`config.mk`:
```
export PLATFORM = sky130hd
export DESIGN_NAME = knight_rider_top
export DESIGN_NICKNAME = d
export VERILOG_FILES = /design/src/rtl/knight_rider_pkg.sv /design/src/rtl/knight_rider_top_tick_gen.sv /design/src/rtl/knight_rider_top.sv
export SDC_FILE = /design/constraint.sdc
export NUM_CORES = 1
export LEC_CHECK = 0
export ABC_AREA = 1
export CAP_MARGIN = 10
export CORE_MARGIN = 2
export CORE_UTILIZATION = 54
export DETAILED_ROUTE_END_ITERATION = 7
export PLACE_DENSITY = 0.73
export SETUP_SLACK_MARGIN = 0.15
export SLEW_MARGIN = 20
export SYNTH_ARGS = -nofsm -noshare
export SYNTH_HDL_FRONTEND = slang
export SYNTH_HIERARCHICAL = 1
export SYNTH_SLANG_ARGS = --single-unit
```
`constraint.sdc`:
```
create_clock -name clk -period 4.7 [get_ports clk]
set_input_delay 0.47 -clock clk [delete_from_list [all_inputs] [get_ports clk]]
set_output_delay 0.47 -clock clk [all_outputs]
set_load 0.01 [all_outputs]
```
`src/rtl/knight_rider_pkg.sv`:
```
// Shared constants, direction type and one-hot helper for the Knight Rider LED scanner.
package knight_rider_pkg;

    localparam int unsigned NUM_LEDS = 8;
    localparam int unsigned POS_W    = $clog2(NUM_LEDS);

    localparam logic [NUM_LEDS-1:0] LEDS_RST = 8'h01;

    typedef enum logic {
        DIR_UP,
        DIR_DOWN
    } dir_t;

    function automatic logic [NUM_LEDS-1:0] onehot(input logic [POS_W-1:0] p);
        return NUM_LEDS'(1) << p;
    endfunction

endpackage

```
`src/rtl/knight_rider_top_tick_gen.sv`:
```
// Prescaler: asserts tick for one cycle every CLK_DIV cycles, restarting from 0 on reset.
module tick_gen #(
    parameter int unsigned CLK_DIV = 10_000_000
) (
    input  logic clk,
    input  logic rst,
    output logic tick
);

    // A one-bit counter is kept for CLK_DIV=1 so the compare below stays well-formed.
    localparam int unsigned CW = (CLK_DIV > 1) ? $clog2(CLK_DIV) : 1;

    logic [CW-1:0] cnt = '0;

    assign tick = (cnt == CW'(CLK_DIV - 1));

    always_ff @(posedge clk) begin
        if (rst || tick) begin
            cnt <= '0;
        end else begin
            cnt <= cnt + CW'(1);
        end
    end

endmodule

```
`src/rtl/knight_rider_top.sv`:
```
// Zedboard "Knight Rider" LED scanner top: one lit LED bouncing between bit 0 and bit 7.
// Optional macro KNIGHT_RIDER_TRAIL_EN adds a second LED trailing one position behind.
module knight_rider_top #(
    parameter int unsigned CLK_DIV  = 10_000_000,
    parameter int unsigned NUM_LEDS = knight_rider_pkg::NUM_LEDS
) (
    input  logic                clk,
    input  logic                rst,
    output logic [NUM_LEDS-1:0] leds
);

    import knight_rider_pkg::*;

    localparam logic [POS_W-1:0] POS_MAX = POS_W'(NUM_LEDS - 1);

    logic             tick;
    logic [POS_W-1:0] pos    = '0;
    logic [POS_W-1:0] pos_next;
    dir_t             dir    = DIR_UP;
    dir_t             dir_next;
    logic [NUM_LEDS-1:0] leds_q = LEDS_RST;
    logic [NUM_LEDS-1:0] leds_next;
`ifdef KNIGHT_RIDER_TRAIL_EN
    logic [POS_W-1:0] prev_pos = '0;
    logic [POS_W-1:0] prev_next;
`endif

    tick_gen #(
        .CLK_DIV(CLK_DIV)
    ) u_tick_gen (
        .clk (clk),
        .rst (rst),
        .tick(tick)
    );

    // Direction flips on the same tick that lands on an end, so each end shows for one step.
    always_comb begin
        pos_next = pos;
        dir_next = dir;
        if (tick) begin
            if (dir == DIR_UP) begin
                pos_next = pos + POS_W'(1);
                if (pos_next == POS_MAX) dir_next = DIR_DOWN;
            end else begin
                pos_next = pos - POS_W'(1);
                if (pos_next == '0) dir_next = DIR_UP;
            end
        end
`ifdef KNIGHT_RIDER_TRAIL_EN
        prev_next = tick ? pos : prev_pos;
        leds_next = onehot(pos_next) | onehot(prev_next);
`else
        leds_next = onehot(pos_next);
`endif
    end

    always_ff @(posedge clk) begin
        if (rst) begin
            pos    <= '0;
            dir    <= DIR_UP;
            leds_q <= LEDS_RST;
`ifdef KNIGHT_RIDER_TRAIL_EN
            prev_pos <= '0;
`endif
        end else begin
            pos    <= pos_next;
            dir    <= dir_next;
            leds_q <= leds_next;
`ifdef KNIGHT_RIDER_TRAIL_EN
            prev_pos <= prev_next;
`endif
        end
    end

    assign leds = leds_q;

endmodule

```
==> flow_summary.yaml, run 1 <==
run_status:
  status: "finished, final reports clean"
power_and_ir_drop:
  p_clk_frac: 0.495
  internal-power_w: 0.000534
  power_density_mw_per_mm2: 297
  p_leak_nw: 0.807
  comb_power_share: 0.030
  swShare: 0.182
  irDropWorstVdd_uv: 211
  power_switching_w: 0.000119
  sequentialPowerShare: 0.476
  design_power_total_w: 0.000653
sta:
  slew_violations: 0
  grt_setup_unrepaired: "no"
  timing.slew.headroom: 0.491
  clock_skew_ns: 0.0104
  layout_setup_ws_ns: 2.41
  finalHoldViolCount: 0
  tightest_slew_ns: 0.761
  setup_viol: 0
  finalSetupTns_ns: 0
  layout_worst_path_cycle_share: 0.486
  fmax_ghz: 0.437
  layout_min_cycle_time_ns: 2.29
yosys:
  synth_adder_area_share: 0.0318
  syn_area_per_cell_sq_um: 7.09
  synth_edf_count: 0
  synth_fp_nets: 284
  synthMuxAreaShare: 0
  yosys-top-cells-area: "dfxtp_1 (37%), nand2_1 (12%), nor2_1 (9.7%)"
  ys_seq_elements: 36
  synthArstFlopShare: 0
  netlist.area_leader.share: 0.367
  seq_area_frac_synth: 0.367
  synth-xor-area-share: 0.0631
  syn_inst: 277
  yosysTopAreaCell: "dfxtp_1"
  synth_top_family_by_area: "simple AND/OR/NAND/NOR gates"
  synth_cell_type_count: 27
  synthFlopType: "dfxtp_1"
  syn_area_sq_mm: 0.00196
  yosysWarnings: 6
  synth_compound_area_frac: 0.0287
  yosysMostFrequentCell: "nand2_1"
  synthTopCellsByCount: "nand2_1 (65), nor2_1 (51), dfxtp_1 (36), inv_1 (29), nor2_2 (20)"
  synth-simple-area-share: 0.420
worst_setup_path:
  cp_top_family: "simple AND/OR/NAND/NOR gates"
  crit_slowest_cell: "nor2_1"
  crit_required_ns: 4.95
  crit_chain: "ha_1, nand2_1, nor2_2, nand2_1, inv_1, nand3_1, nor2_1, nand3_1, o21ai_2, inv_1, nand2_1, nor2_1"
  critical_path_buf_inv_count: 2
  crit_top_cell: "nand2_1"
  max_stage_delay_ns: 0.60
  worstSetupStartpointType: "register"
  worst_setup_path_end_kind: "register"
  path_max_fanout: 8
  path_class: "reg -> reg"
  worstPathArrival_ns: 2.54
floorplanning:
  io-pin-count: 10
  num_rows: 21
  die_w_um: 64.3
  dieArea_sq_mm: 0.00414
  core_area_sq_mm: 0.00342
  fp.dieH_um: 64.3
  initial_core_util: 0.575
detailed_routing:
  via_per_inst: 4.82
  wire_per_inst_um: 11.0
  firstDrtPassIters: 4
  drt_iter0_markers: 105
  drc_errors: 0
  ant_nets: 0
  routed-via-count: 1620
  wl_um: 3690
layout:
  multi_input_area_sq_mm: 0.00107
  diodes: 0
  regArea_sq_um: 721
  fillCellCount: 326
  drive_gt1_frac: 0.166
  area_delta_synth_final_pct: 11.9
  layout.nets: 296
global_routing:
  grt.overflow.total: 0
  grt_pass1_vias: 1531
  grt_pass1_wl_um: 6730
  grtUsageTotal: 0.210
  grt_start_max_net_pins: 20
  antenna_found_initial: 0
clock_tree:
  clkTransAtPathRegs_ns: 0.11
  cts_buffers: 5
  ctsResizeCount: 0
  post_cts_buffers: 0
  htreeDepth: 2
  clk_path_buf_depth: 2
  cts_root_buf: "clkbuf_4"
  clock_sink_count: 36
  clk_latency_ns: 0.34
  cts_tree: "done"
  hold_buffers: 0
min_path:
  min_path_type: "reg -> reg"
job:
  max_cap_violations: 0
placed_design:
  post-dp-hpwl_um: 2810
  numPortBuffers: 9
  place_ws_ns: 2.40
  globalplace.congestion: 0.864
metrics by stage:
step	hold slack, ns	instance area (sq um)	utilization	std cells
floorplan	0.427	1960	-	277
global placement	0.440	2070	0.606	328
detailed placement	0.448	2070	0.606	328
CTS	0.466	2200	0.644	336
global route	0.497	2200	0.644	336
finish	0.464	2200	0.644	336
sequential cells by signal (all words and copies together), names as in the netlist:
signal          flops
pos                 3
u_tick_gen/cnt     24
leds                8
dir                 1
cell type report:
cell class,count,share of cell area
Tap cell,46,0.0262
Sequential cell,36,0.328
Inverter,36,0.0615
Clock buffer,5,0.0171
Multi-Input combinational cell,201,0.485
Timing Repair Buffer,9,0.0410
Clock inverter,3,0.0410
path summary, 6_finish.rpt:
check,start,to,slack (ns),cells after the start
max,u_tick_gen/cnt[0]$_SDFF_PP0_,leds[5]$_SDFF_PP0_,2.41,12
min,u_tick_gen/cnt[0]$_SDFF_PP0_,u_tick_gen/cnt[0]$_SDFF_PP0_,0.46,1
max reg2reg,u_tick_gen/cnt[0]$_SDFF_PP0_,leds[5]$_SDFF_PP0_,2.41,12
min reg2reg,u_tick_gen/cnt[0]$_SDFF_PP0_,u_tick_gen/cnt[0]$_SDFF_PP0_,0.46,1
layout by cell type (no fill, tap or decap), types with 4 or more instances in the layout:
master,instances
a21oi_1,8
inv_2,7
xor2_1,7
ha_1,5
nand3_2,4
dfxtp_1,36
nand2_1,65
clkdlybuf4s50_1,9
nor2_2,20
nor2_1,51
xnor2_1,4
nand3_1,19
clkbuf_4,5
inv_1,29
routing by layer:
metal  GRT usage  share of wire  vias to the layer above
li1            -              -                      881
met1       0.261           0.47                      713
met2       0.348           0.48                       18
met3      0.0528          0.023                        8
met4      0.0851          0.024                        0
met5           0              0                        -
power by group through the flow:
stage	registers, W	logic, W	clock network, W
after floorplan	0.000317	0.0000174	0
after global placement	0.000318	0.0000196	0
after detailed placement	0.000318	0.0000199	0
after CTS	0.000311	0.0000199	0.000331
after global routing	0.000311	0.0000225	0.000342
final	0.000311	0.0000194	0.000323
cells by family (layout without fill, tap and decap cells):
family                     count (synthesis)  after routing
adders and majority gates                  5              5
DFF                                       36             36
xor gates and xnor gates                  12             12
and+or+nand+nor                          174            174
buffers and inverters                     40             53
AOI/OAI and AO/OA                         10             10
(Power assumes the default switching activity.)
==> run 2: changes to the inputs <==
Settings changed: CORE_UTILIZATION 54 to 53, PLACE_DENSITY 0.73 to 0.74.
Clock period 4.7 ns to 1.87 ns, I/O delays scaled along.
==> flow_summary.yaml, run 2 (synthesis results as in run 1) <==
power_and_ir_drop:
  irDropWorstVdd_uv: 615
  swShare: 0.217
  p_leak_nw: 0.877
  internal-power_w: 0.00119
  sequentialPowerShare: 0.516
  p_clk_frac: 0.447
  power_density_mw_per_mm2: 641
  comb_power_share: 0.037
  power_switching_w: 0.000329
floorplanning:
  num_rows: 22
  initial_core_util: 0.545
  io-pin-count: 10
  fp.dieH_um: 64.9
  dieArea_sq_mm: 0.00421
  die_w_um: 64.9
  core_area_sq_mm: 0.00361
global_routing:
  grt_pass1_vias: 1674
  grt_util_met2: 0.362
  grt_pass1_wl_um: 6810
  grt.met1_usage: 0.240
  grtUsageTotal: 0.207
  grt.overflow.total: 0
  antenna_found_initial: 0
  grt_start_max_net_pins: 20
  busiest_layer: "met2"
  gr-usage-met3: 0.0469
clock_tree:
  clk_path_buf_depth: 2
  cts_buffers: 5
  clkTransAtPathRegs_ns: 0.08
  clk_latency_ns: 0.28
  cts_tree: "done"
  clock_sink_count: 36
  hold_buffers: 0
  htreeDepth: 2
  cts_root_buf: "clkbuf_8"
detailed_routing:
  drt_iter0_markers: 118
  wl_um: 4190
  routed-via-count: 1773
  ant_nets: 0
  drc_errors: 0
  wire_per_inst_um: 12.0
  via_per_inst: 5.08
  firstDrtPassIters: 4
sta:
  layout_worst_path_cycle_share: 0.904
  layout_min_cycle_time_ns: 1.69
  finalHoldViolCount: 0
  setup_viol: 0
  grt_setup_unrepaired: "no"
  finalSetupTns_ns: 0
  layout_setup_ws_ns: 0.180
  fmax_ghz: 0.592
  tightest_slew_ns: 0.329
  timing.slew.headroom: 0.780
  slew_violations: 0
  clock_skew_ns: 0.00696
layout:
  top_register: "u_tick_gen/cnt"
  drive_gt1_frac: 0.243
  fillCellCount: 307
  area_delta_synth_final_pct: 20.6
  largest_register_ffs: 24
  final_util: 0.657
  layout_common_cells: "nand2_1 (63), nor2_1 (50), dfxtp_1 (33), inv_1 (28), nor2_2 (19)"
  multi_input_area_sq_mm: 0.00116
  layout_commonest_cell: "nand2_1"
  diodes: 0
  layout.nets: 307
  regArea_sq_um: 727
  fin_cells: 349
worst_setup_path:
  crit_top_cell: "nand3_4"
  path_class: "reg -> reg"
  worstPathArrival_ns: 1.87
  cp_top_family: "simple AND/OR/NAND/NOR gates"
  crit_required_ns: 2.05
  critical_path_buf_inv_count: 3
  crit_chain: "inv_2, nor4_2, nand3_2, nor2_4, buf_6, buf_4, nand3_4, nand3_4, nor2_1"
  path_max_fanout: 7
  crit_slowest_cell: "dfxtp_1"
  worst_setup_path_end_kind: "register"
  worstSetupStartpointType: "register"
  max_stage_delay_ns: 0.40
job:
  max_cap_violations: 0
placed_design:
  globalplace.congestion: 0.897
  place_ws_ns: 0.0205
  numPortBuffers: 9
  post-dp-hpwl_um: 2830
  dp.cells: 336
min_path:
  min_path_type: "reg -> reg"
run_status:
  status: "finished, final reports clean"
run 2: repair_timing:
item	4_1_cts	5_1_grt
setup endpoints to repair	10	11
buffers inserted	2	3
resized for setup	8	14
hold endpoints to repair	0	0
cloned	0	0
pin swaps	3	9
run 2: cell type report:
cell class / count / share of cell area
flip-flops and latches: 36 / 0.307
clock buffers: 5 / 0.0290
clock inverters: 3 / 0.0180
repair buffers: 20 / 0.0744
inverters: 36 / 0.0570
well taps: 48 / 0.0253
multi-input cells: 201 / 0.489
run 2: layer usage:
layer / share of wire / up-vias
met3: 0.026 / 6
li1: - / 900
met1: 0.44 / 835
met5: 0 / -
met2: 0.51 / 32
met4: 0.016 / 0
run 2: path summary, 6_finish.rpt:
kind	startpoint	to	slack, ns	cells after the start
setup / recovery	u_tick_gen/cnt[6]$_SDFF_PP0_	leds[7]$_SDFF_PP0_	0.18	9
hold / removal	u_tick_gen/cnt[0]$_SDFF_PP0_	u_tick_gen/cnt[0]$_SDFF_PP0_	0.44	1
setup reg to reg	u_tick_gen/cnt[6]$_SDFF_PP0_	leds[7]$_SDFF_PP0_	0.18	9
hold reg to reg	u_tick_gen/cnt[0]$_SDFF_PP0_	u_tick_gen/cnt[0]$_SDFF_PP0_	0.44	1
run 2: metrics by stage:
stage / cell area [sq um] / total power [W] / hold slack [ns]
finish: 2370 / 0.00152 / 0.439
global route: 2370 / 0.00157 / 0.449
CTS: 2270 / 0.00153 / 0.451
detailed placement: 2120 / 0.000849 / 0.448
global placement: 2120 / 0.000848 / 0.442
floorplan: 1970 / 0.000841 / 0.259
run 2: power groups by stage:
stage          Clock [W]  Sequential [W]  Combinational [W]
4_1_cts         0.000692        0.000783          0.0000517
3_5_place_dp           0        0.000799          0.0000502
2_1_floorplan          0        0.000797          0.0000440
5_1_grt         0.000726        0.000785          0.0000637
3_3_place_gp           0        0.000798          0.0000496
6_report        0.000679        0.000783          0.0000567
